**src/rtl/func_pkg.sv**
```systemverilog
// rtl/func_pkg.sv - shared state encoding, clog2 helper and timeout counter width for func_scheduler
package func_pkg;

  typedef enum logic [1:0] {
    ST_IDLE  = 2'd0,
    ST_ISSUE = 2'd1,
    ST_WAIT  = 2'd2,
    ST_ACK   = 2'd3
  } state_e;

  // Wide enough for the largest supported TMO (255).
  localparam int CNT_W = 8;

  function automatic int clog2(input int v);
    int r;
    r = 0;
    for (int i = 0; i < 31; i++) begin
      if ((1 << i) < v) r = i + 1;
    end
    return r;
  endfunction

endpackage

```
**src/rtl/sync2.sv**
```systemverilog
// rtl/sync2.sv - two-flop synchronizer with asynchronous clear
module sync2 (
  input  logic clk,
  input  logic rst,
  input  logic d,
  output logic q
);

  logic s1_q;
  logic s2_q;

  always_ff @(posedge clk or posedge rst) begin
    if (rst) begin
      s1_q <= 1'b0;
      s2_q <= 1'b0;
    end else begin
      s1_q <= d;
      s2_q <= s1_q;
    end
  end

  assign q = s2_q;

endmodule

```
**src/rtl/func_scheduler.sv**
```systemverilog
// rtl/func_scheduler.sv - round-robin four-phase scheduler for a shared function resource with done timeout
module func_scheduler
  import func_pkg::*;
#(
  parameter  int N   = 4,
  parameter  int TMO = 16,
  localparam int GW  = clog2(N)
) (
  input  logic          clk,
  input  logic          rst,
  input  logic [N-1:0]  req,
  output logic [N-1:0]  ack,
  output logic [N-1:0]  sel,
  output logic          start,
  input  logic          done,
  output logic [GW-1:0] gid,
  output logic          busy,
  output logic          err
);

  logic [N-1:0] req_s;
  logic         done_s;

  for (genvar i = 0; i < N; i++) begin : g_req_sync
    sync2 u_sync_req (.clk(clk), .rst(rst), .d(req[i]), .q(req_s[i]));
  end
  sync2 u_sync_done (.clk(clk), .rst(rst), .d(done), .q(done_s));

  state_e           state_q, state_d;
  logic [GW-1:0]    gid_q, gid_d;
  logic [GW-1:0]    ptr_q, ptr_d;
  logic [CNT_W-1:0] cnt_q, cnt_d;

  // Rotate requests so bit 0 is the requester at ptr; lowest set bit wins.
  logic [N-1:0]  rot;
  logic [GW-1:0] off;
  logic          pick_vld;
  logic [GW:0]   sum;
  logic [GW-1:0] pick;
  logic [GW-1:0] gid_nxt;
  logic [N-1:0]  gid_oh;

  always_comb begin
    rot      = N'({req_s, req_s} >> ptr_q);
    off      = '0;
    pick_vld = 1'b0;
    for (int i = N - 1; i >= 0; i--) begin
      if (rot[i]) begin
        off      = GW'(i);
        pick_vld = 1'b1;
      end
    end
    sum  = {1'b0, ptr_q} + {1'b0, off};
    pick = (sum >= (GW+1)'(N)) ? GW'(sum - (GW+1)'(N)) : GW'(sum);
  end

  assign gid_nxt = (gid_q == GW'(N - 1)) ? '0 : gid_q + 1'b1;
  assign gid_oh  = N'(1) << gid_q;

  always_comb begin
    state_d = state_q;
    gid_d   = gid_q;
    ptr_d   = ptr_q;
    cnt_d   = cnt_q;
    err     = 1'b0;
    case (state_q)
      ST_IDLE: begin
        // A resource still showing done has not returned to zero yet.
        if (pick_vld && !done_s) begin
          gid_d   = pick;
          state_d = ST_ISSUE;
        end
      end
      ST_ISSUE: begin
        cnt_d   = '0;
        state_d = ST_WAIT;
      end
      ST_WAIT: begin
        if (done_s) begin
          state_d = ST_ACK;
        end else if (cnt_q == CNT_W'(TMO - 1)) begin
          err     = 1'b1;
          state_d = ST_ACK;
        end else begin
          cnt_d = cnt_q + 1'b1;
        end
      end
      ST_ACK: begin
        if (!req_s[gid_q]) begin
          ptr_d   = gid_nxt;
          state_d = ST_IDLE;
        end
      end
      default: state_d = ST_IDLE;
    endcase
  end

  always_ff @(posedge clk or posedge rst) begin
    if (rst) begin
      state_q <= ST_IDLE;
      gid_q   <= '0;
      ptr_q   <= '0;
      cnt_q   <= '0;
    end else begin
      state_q <= state_d;
      gid_q   <= gid_d;
      ptr_q   <= ptr_d;
      cnt_q   <= cnt_d;
    end
  end

  // Outputs decode straight from state so reset clears them without waiting for a clock.
  assign start = (state_q == ST_ISSUE);
  assign busy  = (state_q != ST_IDLE);
  assign sel   = (state_q != ST_IDLE) ? gid_oh : '0;
  assign ack   = (state_q == ST_ACK) ? gid_oh : '0;
  assign gid   = gid_q;

endmodule

```
**config.mk**
```make
export PLATFORM = sky130hd
export DESIGN_NAME = func_scheduler
export DESIGN_NICKNAME = d
export VERILOG_FILES = /design/src/rtl/func_pkg.sv /design/src/rtl/sync2.sv /design/src/rtl/func_scheduler.sv
export SDC_FILE = /design/constraint.sdc
export NUM_CORES = 1
export LEC_CHECK = 0
export BUFFER_PORTS_ARGS = -buffer_cell sky130_fd_sc_hd__clkbuf_2
export CORE_ASPECT_RATIO = 0.6
export CORE_MARGIN = 8
export CORE_UTILIZATION = 55
export DETAILED_ROUTE_END_ITERATION = 6
export PLACE_DENSITY = 0.83
export SETUP_SLACK_MARGIN = 0.15
export SLEW_MARGIN = 40
export SYNTH_ARGS = -nofsm -noshare
export SYNTH_HDL_FRONTEND = slang
export SYNTH_SLANG_ARGS = --single-unit
```
**constraint.sdc**
```tcl
create_clock -name clk -period 6.4 [get_ports clk]
set_input_delay 0.64 -clock clk [delete_from_list [all_inputs] [get_ports clk]]
set_output_delay 0.64 -clock clk [all_outputs]
set_load 0.02 [all_outputs]
```
==> run summary <==
For the pin with the worst max-slew slack, the measured transition is between 0.5 and 0.6 ns. The cell type with the highest occurrence count on the critical path is sky130_fd_sc_hd__a21oi_1. The required time at the worst-slack endpoint is roughly 6.6 ns. The number of instances resized during post-cts repair is 0. The number of violations reported at the end of detailed-routing iteration 0 is 76. The average instance area after synthesis is between 10 and 15 sq um. The global-route wire length before repair came out at about 4800 um.

The kind of cell adding the most delay to the critical path is simple AND/OR/NAND/NOR gates. The sequential cells in the finished layout cover a total of around 600 sq um. The TritonCTS clock tree is done. The power density normalized to cell area came out at just over 400 mW/mm^2.

The count of synthesis-stage warnings from yosys came out at 0. The final sum of negative setup slack came out at 0 ns. The area of the core came out at about 0.0025 sq mm. In this run the post-CTS setup repair buffer count came out at 0. The clock input transition at the sequential cells of the worst setup and hold paths came out at 0.09 ns. The final worst clock skew is 0.00600 ns. The number of antenna repair diodes came out at 0. The final setup violation count came out at 0. The area growth from synthesis to layout is 13.1%. The biggest area contributor in the post-synthesis netlist is sky130_fd_sc_hd__dfrtp_1.

In this run, distinct cell masters in the synthesized netlist total between 40 and 50. The number of inserted filler cells in the final layout is about 200. The standard-cell row count came out at 14. The number of buffers and inverters on the critical path came out at 0.

The number of sinks on the clock net came out at 24. The number of nets produced by synthesis is between 150 and 200. The largest vdd supply drop came out at approximately 0.16 mV. For this run, asynchronously set or reset flops after synthesis account for between 90% and 100%.

The worst setup path is captured at a register. The share of final-layout standard cells stronger than drive strength 1 came out at 21.2%. Of all nets on the critical path, the largest fanout is 12.

The tree is rooted in a sky130_fd_sc_hd__clkbuf_8. For this run, design rule violations remaining after detail routing come to 0. The post-detailed-route count of antenna-violating nets is 0. The count of final max-slew check failures is 0.

The share of the synthesized area in the top cell type is 42.6%. The total grt overflow is 0. The number of vias in the routed layout is around 1100. The multi-input combinational cells in the finished layout cover a total of between 700 and 800 sq um. The wire length after detailed routing came out at roughly 2800 um. The flow ran to the end, and the final reports show no timing, DRC or antenna violations.

The final critical-path setup slack came out at about 3.9 ns. The placed wire-length estimate is between 2000 and 2500 um. The fmax is 398 MHz.

The total track usage came out at between 10% and 20%. The worst path needs between 2 and 3 ns of the cycle, external delays included. The average vias per placed instance came out at around 5.8. The first detailed-routing pass took 4 iterations. The kind of start point of the critical path is a register. Setup repair after global routing left no endpoint under its margin. For this design, the slowest cell found on the critical path is sky130_fd_sc_hd__or3b_2. The arrival time at the worst endpoint is 2.72 ns.

The count of flip-flops with a built-in enable after synthesis came out at 0. The mapped netlist covers 0.00141 sq mm. Traced cell by cell, the critical path runs through or3b_2 > a21oi_1 > a21oi_1 > o221ai_1 > ha_1 > xor2_1 > or4b_1 > a211o_1 > o211ai_2. The later-pin clock latency in the skew report is roughly 0.27 ns.

The final weighted congestion in routability-driven placement came out at ~0.87. The total power after layout came out at 660 uW. The height of the chip is 55.2 um. The die footprint is approximately 0.0045 sq mm.

The count of max-cap constraint violations is 0. Once the floorplan was initialized, standard cells occupied between 50% and 60% of the core. The headroom to the max-slew limit came out at between 60% and 70%. The sequential element share of the synthesized area is between 40% and 50%. The critical path's largest stage delay is just over 0.5 ns.

The number of flip-flops and latches in the synthesized netlist is 24. The ratio of final minimum period to clock period came out at 39.3%. The gate count after technology mapping came out at about 140. The longest clock path from root to sink contains 2 buffers.

The number of global-route vias before repair is 992. After detailed routing, the average wire length per cell comes to ~15 um. The number of I/O port buffers is 19.

The depth of the CTS H-tree is 1. The die outline width came out at 81.3 um. The post-place setup slack is approximately 4 ns. Clock tree synthesis inserted a total of 3 buffers. The worst setup path is of the register to register kind. The leakage power total came out at between 0.7 and 0.8 nW. Sorting the synthesized cells by how often they occur yields sky130_fd_sc_hd__dfrtp_1, sky130_fd_sc_hd__inv_1, sky130_fd_sc_hd__ha_1. Yosys instantiated no cell more often than sky130_fd_sc_hd__dfrtp_1. For this run, the leading register cell type out of synthesis is sky130_fd_sc_hd__dfrtp_1. The worst hold path belongs to the class register to register. The final-report hold violation count came out at 0. Yosys attributes the largest share of cell area to sky130_fd_sc_hd__dfrtp_1, sky130_fd_sc_hd__ha_1, sky130_fd_sc_hd__inv_1. The maximum number of pins on one net before global-route repair came out at 25. The final layout contains ~170 nets. The count of placed standard cells including taps is 184. The initial antenna violation count is 0.

The final cell count without fillers is ~190. The number of hold buffers added after cts is 0. The number of I/O pins came out at 20.
-- cell usage in the layout, fill, tap and decap left out, types with 2 or more instances in the layout --
| cell | Yosys | layout |
|---|---|---|
| sky130_fd_sc_hd__a211o_1 | 4 | 4 |
| sky130_fd_sc_hd__a21oi_1 | 6 | 6 |
| sky130_fd_sc_hd__a311o_1 | 2 | 2 |
| sky130_fd_sc_hd__and2_1 | 4 | 4 |
| sky130_fd_sc_hd__and3_1 | 3 | 3 |
| sky130_fd_sc_hd__clkbuf_2 | 0 | 19 |
| sky130_fd_sc_hd__clkbuf_8 | 0 | 3 |
| sky130_fd_sc_hd__dfrtp_1 | 24 | 24 |
| sky130_fd_sc_hd__ha_1 | 10 | 10 |
| sky130_fd_sc_hd__inv_1 | 12 | 11 |
| sky130_fd_sc_hd__mux2i_1 | 2 | 2 |
| sky130_fd_sc_hd__nand2_1 | 7 | 7 |
| sky130_fd_sc_hd__nand4_1 | 2 | 2 |
| sky130_fd_sc_hd__nor2_1 | 7 | 7 |
| sky130_fd_sc_hd__nor2b_1 | 7 | 7 |
| sky130_fd_sc_hd__nor3_1 | 3 | 3 |
| sky130_fd_sc_hd__nor4b_1 | 2 | 2 |
| sky130_fd_sc_hd__o21ai_0 | 4 | 4 |
| sky130_fd_sc_hd__o221ai_1 | 2 | 2 |
| sky130_fd_sc_hd__o22ai_1 | 4 | 4 |
| sky130_fd_sc_hd__or3b_2 | 2 | 2 |
| sky130_fd_sc_hd__xor2_1 | 3 | 3 |
-- sequential cells by signal, indices dropped and copies added (netlist names) --
signal                      count
gid                             2
cnt_q                           8
u_sync_done.q                   1
ptr_q                           2
state_q                         2
g_req_sync.u_sync_req.s1_q      4
u_sync_done.s1_q                1
g_req_sync.u_sync_req.q         4
-- cell type report --
cell class / count / area share (%)
multi-input cells: 97 / 46.5
flip-flops and latches: 24 / 37.7
repair buffers: 19 / 5.97
inverters: 12 / 2.83
clock buffers: 3 / 2.59
well taps: 32 / 2.51
clock inverters: 1 / 1.89
-- final timing paths --
check                                           startpoint                              endpoint  slack [ns]  cells past startpoint
worst min-delay path            u_sync_done.s1_q$_DFF_PP0_               u_sync_done.q$_DFF_PP0_        0.35                      0
worst max-delay path                  ptr_q[0]$_DFFE_PP0P_                    gid[1]$_DFFE_PP0P_        3.89                      9
worst min register to register  u_sync_done.s1_q$_DFF_PP0_               u_sync_done.q$_DFF_PP0_        0.35                      0
worst max register to register        ptr_q[0]$_DFFE_PP0P_                    gid[1]$_DFFE_PP0P_        3.89                      9
max in group asynchronous                              rst  g_req_sync[3].u_sync_req.q$_DFF_PP0_        5.69                      2
min in group asynchronous                              rst                  cnt_q[6]$_DFFE_PP0P_        0.37                      2
-- power by group --
| group | switching [mW] | leakage, nW | internal (mW) |
|---|---|---|---|
| logic | 0.180 | 0.405 | 0.127 |
| registers | 0.0422 | 0.300 | 0.178 |
| clock network | 0.0490 | 0.0357 | 0.0837 |
-- kinds of logic (layout without fill, tap and decap cells) --
| group | Yosys count | count (layout) | share of synthesized area (%) |
|---|---|---|---|
| AOI/OAI and AO/OA | 29 | 29 | 14.7 |
| adders and majority gates | 10 | 10 | 8.88 |
| DFF | 24 | 24 | 42.6 |
| xor gates and xnor gates | 3 | 3 | 1.87 |
| and+or+nand+nor | 49 | 49 | 21.4 |
| muxes | 6 | 6 | 5.68 |
| buffers and inverters | 16 | 35 | 4.80 |
-- routing by layer --
layer,global-route usage [%],up-vias,share of wire [%]
li1,-,533,-
met1,19.3,528,50
met2,17.2,30,41
met3,5.00,5,7.2
met4,4.56,0,1.4
met5,0,-,0
-- metrics by stage --
stage | utilization (%) | hold slack (ns) | cell area [sq um]
after floorplan | - | 0.331 | 1410
final | 64.5 | 0.353 | 1590
after global placement | 61.6 | 0.331 | 1520
after global routing | 64.5 | 0.363 | 1590
after CTS | 64.5 | 0.356 | 1590
after detailed placement | 61.6 | 0.337 | 1520
No activity file was read; power rests on OpenSTA's default activity.
